## src/rtl/cfdl_pkg.sv

```systemverilog
`default_nettype none
// ============================================================================
//  Module      : cfdl_pkg
//  Description : Shared constants and state encoding for the comb-filter
//                delay-line controller.
//  Revision    : 1.0  initial release
// ============================================================================
package cfdl_pkg;

  localparam int CFDL_AW   = 10;
  localparam int CFDL_DW   = 18;
  localparam int MIN_DELAY = 1;

  typedef enum logic [1:0] {
    ST_IDLE  = 2'd0,
    ST_READ  = 2'd1,
    ST_WRITE = 2'd2,
    ST_CLEAR = 2'd3
  } state_t;

endpackage
`default_nettype wire

```

## src/rtl/cfdl_ctrl.sv

```systemverilog
`default_nettype none
// ============================================================================
//  Module      : cfdl_ctrl
//  Description : Sequencer for a single-port write-first 2**AW x DW block RAM
//                used as a circular comb-filter delay line. Each accepted
//                sample reads the tap written eff_delay samples earlier, then
//                stores the new sample at the write pointer (3 cycles/sample).
//                Optional macro CFDL_CLEAR_EN: after every reset the RAM is
//                swept with zeros before the first sample is accepted.
//  Revision    : 1.0  initial release
// ============================================================================
module cfdl_ctrl
  import cfdl_pkg::*;
#(
  parameter int AW = CFDL_AW,
  parameter int DW = CFDL_DW
) (
  input  logic          clk,
  input  logic          rst_n,
  input  logic          in_valid,
  output logic          in_ready,
  input  logic [DW-1:0] in_data,
  input  logic [AW-1:0] delay,
  output logic          out_valid,
  output logic [DW-1:0] out_data,
  output logic [AW-1:0] ram_addr,
  output logic [DW-1:0] ram_din,
  output logic          ram_we,
  input  logic [DW-1:0] ram_dout
);

`ifdef CFDL_CLEAR_EN
  localparam state_t c_rst_state = ST_CLEAR;
  localparam logic   c_rst_ready = 1'b0;
`else
  localparam state_t c_rst_state = ST_IDLE;
  localparam logic   c_rst_ready = 1'b1;
`endif

  state_t        r_state;
  logic [AW-1:0] r_wr_ptr;
  logic [AW-1:0] w_eff_delay;
  logic [AW-1:0] w_rd_addr;

  // A zero delay would read the slot about to be written; clamp it to one.
  assign w_eff_delay = (delay == '0) ? AW'(MIN_DELAY) : delay;
  // Natural AW-bit wrap gives the modulo-depth circular read address.
  assign w_rd_addr   = r_wr_ptr - w_eff_delay;

  // Read/write sequencer: address, write strobe, handshake and output regs.
  always_ff @(posedge clk or negedge rst_n) begin
    if (!rst_n) begin
      r_state   <= c_rst_state;
      r_wr_ptr  <= '0;
      ram_addr  <= '0;
      ram_din   <= '0;
      ram_we    <= 1'b0;
      out_valid <= 1'b0;
      out_data  <= '0;
      in_ready  <= c_rst_ready;
    end else begin
      out_valid <= 1'b0;
      case (r_state)
        ST_IDLE: begin
          if (in_valid && in_ready) begin
            ram_din  <= in_data;
            ram_addr <= w_rd_addr;
            ram_we   <= 1'b0;
            in_ready <= 1'b0;
            r_state  <= ST_READ;
          end
        end
        ST_READ: begin
          // RAM has latched the tap address; now point at the write slot.
          ram_addr <= r_wr_ptr;
          ram_we   <= 1'b1;
          r_state  <= ST_WRITE;
        end
        ST_WRITE: begin
          // ram_dout still holds the tap read; the write-first echo of the
          // new sample only appears after this edge.
          out_data  <= ram_dout;
          out_valid <= 1'b1;
          ram_we    <= 1'b0;
          r_wr_ptr  <= r_wr_ptr + 1'b1;
          in_ready  <= 1'b1;
          r_state   <= ST_IDLE;
        end
        ST_CLEAR: begin
`ifdef CFDL_CLEAR_EN
          // First cycle raises the strobe at address 0, then one address per
          // cycle; the cycle writing the last address hands over to IDLE.
          ram_din <= '0;
          if (!ram_we) begin
            ram_we <= 1'b1;
          end else if (ram_addr == {AW{1'b1}}) begin
            ram_we   <= 1'b0;
            ram_addr <= '0;
            r_wr_ptr <= '0;
            in_ready <= 1'b1;
            r_state  <= ST_IDLE;
          end else begin
            ram_addr <= ram_addr + 1'b1;
          end
`else
          r_state  <= ST_IDLE;
          in_ready <= 1'b1;
`endif
        end
        default: begin
          r_state  <= ST_IDLE;
          ram_we   <= 1'b0;
          in_ready <= 1'b1;
        end
      endcase
    end
  end

endmodule
`default_nettype wire

```

## config.mk

```make
export PLATFORM = sky130hd
export DESIGN_NAME = cfdl_ctrl
export DESIGN_NICKNAME = d
export VERILOG_FILES = /design/src/rtl/cfdl_pkg.sv /design/src/rtl/cfdl_ctrl.sv
export SDC_FILE = /design/constraint.sdc
export NUM_CORES = 1
export LEC_CHECK = 0
export ABC_AREA = 1
export CORE_MARGIN = 5
export CORE_UTILIZATION = 49
export DETAILED_ROUTE_END_ITERATION = 16
export GPL_ROUTABILITY_DRIVEN = 0
export GPL_TIMING_DRIVEN = 1
export MAX_ROUTING_LAYER = met4
export PLACE_DENSITY_LB_ADDON = 0.08
export SLEW_MARGIN = 40
export SYNTH_ARGS = -nofsm -noshare
export SYNTH_HDL_FRONTEND = slang
export SYNTH_SLANG_ARGS = --single-unit
```

## constraint.sdc

```tcl
create_clock -name clk -period 3.1 [get_ports clk]
set_input_delay 0.62 -clock clk [delete_from_list [all_inputs] [get_ports clk]]
set_output_delay 0.62 -clock clk [all_outputs]
set_load 0.01 [all_outputs]
```

==> run metrics <==
total routed wirelength 7.45 mm; most frequent cells in the layout nand2_1, clkdlybuf4s50_1, dfrtp_1; Final TNS setup 0 ns; Max Cap Violations 0; WP data arrival 2.74 ns; cts repair resizes 0; drt wl/cell 13.8 um; Most Used Layer, Global Route met2; Final Total Pwr 0.00404 W; H-tree level count 3; Final ANT Viol Nets 0; compound-cell area share of the yosys netlist 0.0370; Initial Utilization 0.500; GR met2 Demand/Resource 0.342; vias in the first global route 2761; Cell Area, Placed 3980 um2; CP max-delay cell clkdlybuf4s50_1; Final Instance Area 4160 um2; Final Skew 0.00824 ns; Seq/Total Area, Yosys 0.519; largest family of logic cells by synthesized area simple AND/OR/NAND/NOR gates; Clock Latency Late Sink 0.33 ns; most common cell after layout, fill and taps aside nand2_1; port bufs 97; final worst path period need 2.51 ns; Top delay family on crit path adder cells; DIE AREA 7660 um2; reg2reg start r_wr_ptr[0]; R2R depth 9; Max VDD drop 0.551 mV; syn_nets 418; RSZ-0062 raised after global routing no; TritonCTS buffer count 9; post-synthesis mux area share 0; met3 Resource Use GR 0.0634; syn avg cell area 8.22 um2; synth-to-layout area growth 41.2%; cells along the critical path clkdlybuf4s50_1 > nor4_1 > a31o_2 > ha_1 > fa_1 > o21ai_1 > nand2_1 > nand2_1 > nand2_1 > nand3_1 > nand2_1; GRT Resource Usage Total 0.222; Synth Cell Area 2940 um2; Synth Instances 358; Pre-antenna DRT Iters 6; final period utilization 0.810; num rows 28; I/O pin count 98; post-synthesis xor/xnor area fraction 0.0298; Leakage 2.12 nW; cell mode on critical path nand2_1; NumNets Final 519; hold_buf cts 0; #FFs+latches synth 61; Core ar. 5890 um2; CTS clk-pin slew, worst paths 0.07 ns; run status completed; first-pass GRT wire length 12.6 mm; Slew headroom 0.593; Final Hold Vio Count 0; largest net degree at the start of global routing 62; clk sink count 61; Die Ht 87.5 um; Crit Path Max Fanout 4; root buf cell clkbuf_8; stages on the worst setup path 11; worst endpoint required time 3.32 ns; crit start category primary input; R2R Setup Slk 1.16 ns; GR Util met1 0.279; fmax 398 MHz; Post-CTS Setup Inserts 0; Worst path max stage delay 0.52 ns; Worst Max-Slew Pin Slew 0.609 ns; antenna cells 0; CP Capture Type flop; simple-gate share of the synthesized area 0.299; drc violations 0; P per Cell Area 972 nW/um2; TritonCTS clock tree built; endpoints failing setup 0; via count 2610; YS warnings 0; Buf/Inv on CP 1; min-delay worst type primary input to async pin; initial DRC count 134; r2r endpoint ram_addr[8]; layout cell share with drive strength beyond 1 0.0711; antenna violations before repair 0; chip width 87.5 um; Vias/cell 4.84; synthesized-area fraction occupied by adder cells 0.0493; Detailed Place HPWL 5.43 mm; critical path type primary input to flop; Slew Viols, Final 0; global route total overflow 0; CTS Buffer Depth 2; Distinct cells, synth 29
[power breakdown]
part           internal, W  switching [W]
sequential         0.00117       0.000222
clock             0.000330       0.000310
combinational     0.000927        0.00108
total              0.00242        0.00162
[worst max-delay path by stage]
stage	from	endpoint	slack [ns]
6_report	delay[1]	ram_addr[8]	0.59
5_1_grt	delay[1]	ram_addr[8]	0.46
4_1_cts	delay[1]	ram_addr[8]	0.60
3_5_place_dp	delay[1]	ram_addr[8]	0.25
3_3_place_gp	delay[1]	ram_addr[8]	0.29
2_1_floorplan	delay[8]	ram_addr[8]	1.01
[cells by family after synthesis]
group,Yosys count
AO/OA/AOI/OAI,18
XOR/XNOR,10
adder cells (fa/ha/maj),11
buffers and inverters,46
flip-flops,61
AND/OR/NAND/NOR,212
[layer usage]
layer / vias up / wire [um]
met5: - / 0
met2: 81 / 3530
met1: 1222 / 3320
li1: 1299 / -
met4: 0 / 102
met3: 8 / 503
[synthesized netlist by cell type, drive strengths merged]
library cell	instances	area share
a31o	1	0.0030
nand3	15	0.027
dfstp	1	0.0089
nand4	2	0.0043
inv	37	0.048
fa	1	0.0068
nand3b	3	0.0077
clkbuf	1	0.0013
nor4	2	0.0043
nor3	1	0.0055
nor2	13	0.022
dfrtp	60	0.51
o211ai	2	0.0051
a21oi	6	0.010
nand2	176	0.23
xor2	10	0.030
o21ai	6	0.010
o21a	1	0.0026
o221ai	2	0.0060
buf	8	0.016
ha	10	0.043
[sequential cells by signal (all words and copies together) (netlist names)]
register and flops:
ram_we 1, r_wr_ptr 10, r_state 2, out_data 18, ram_din 18, ram_addr 10, in_ready 1, out_valid 1
[cell type report]
class	instances	area (um2)
clock buffer	12	155
clock inverter	4	22.5
fill	470	1730
inverter	37	141
sequential	61	1530
timing repair buffer	99	993
tap	75	93.8
multi-input combinational	251	1220
[stage by stage]
step           utilization  std cells  hold WS (ns)  worst slack, ns
6_report             0.706        539         0.271            0.590
5_1_grt              0.706        539         0.291            0.459
4_1_cts              0.706        539         0.292            0.603
3_5_place_dp         0.676        523         0.464            0.250
3_3_place_gp         0.676        523         0.459            0.291
2_1_floorplan            -        358         0.324             1.01
No activity file was read; power rests on OpenSTA's default activity.
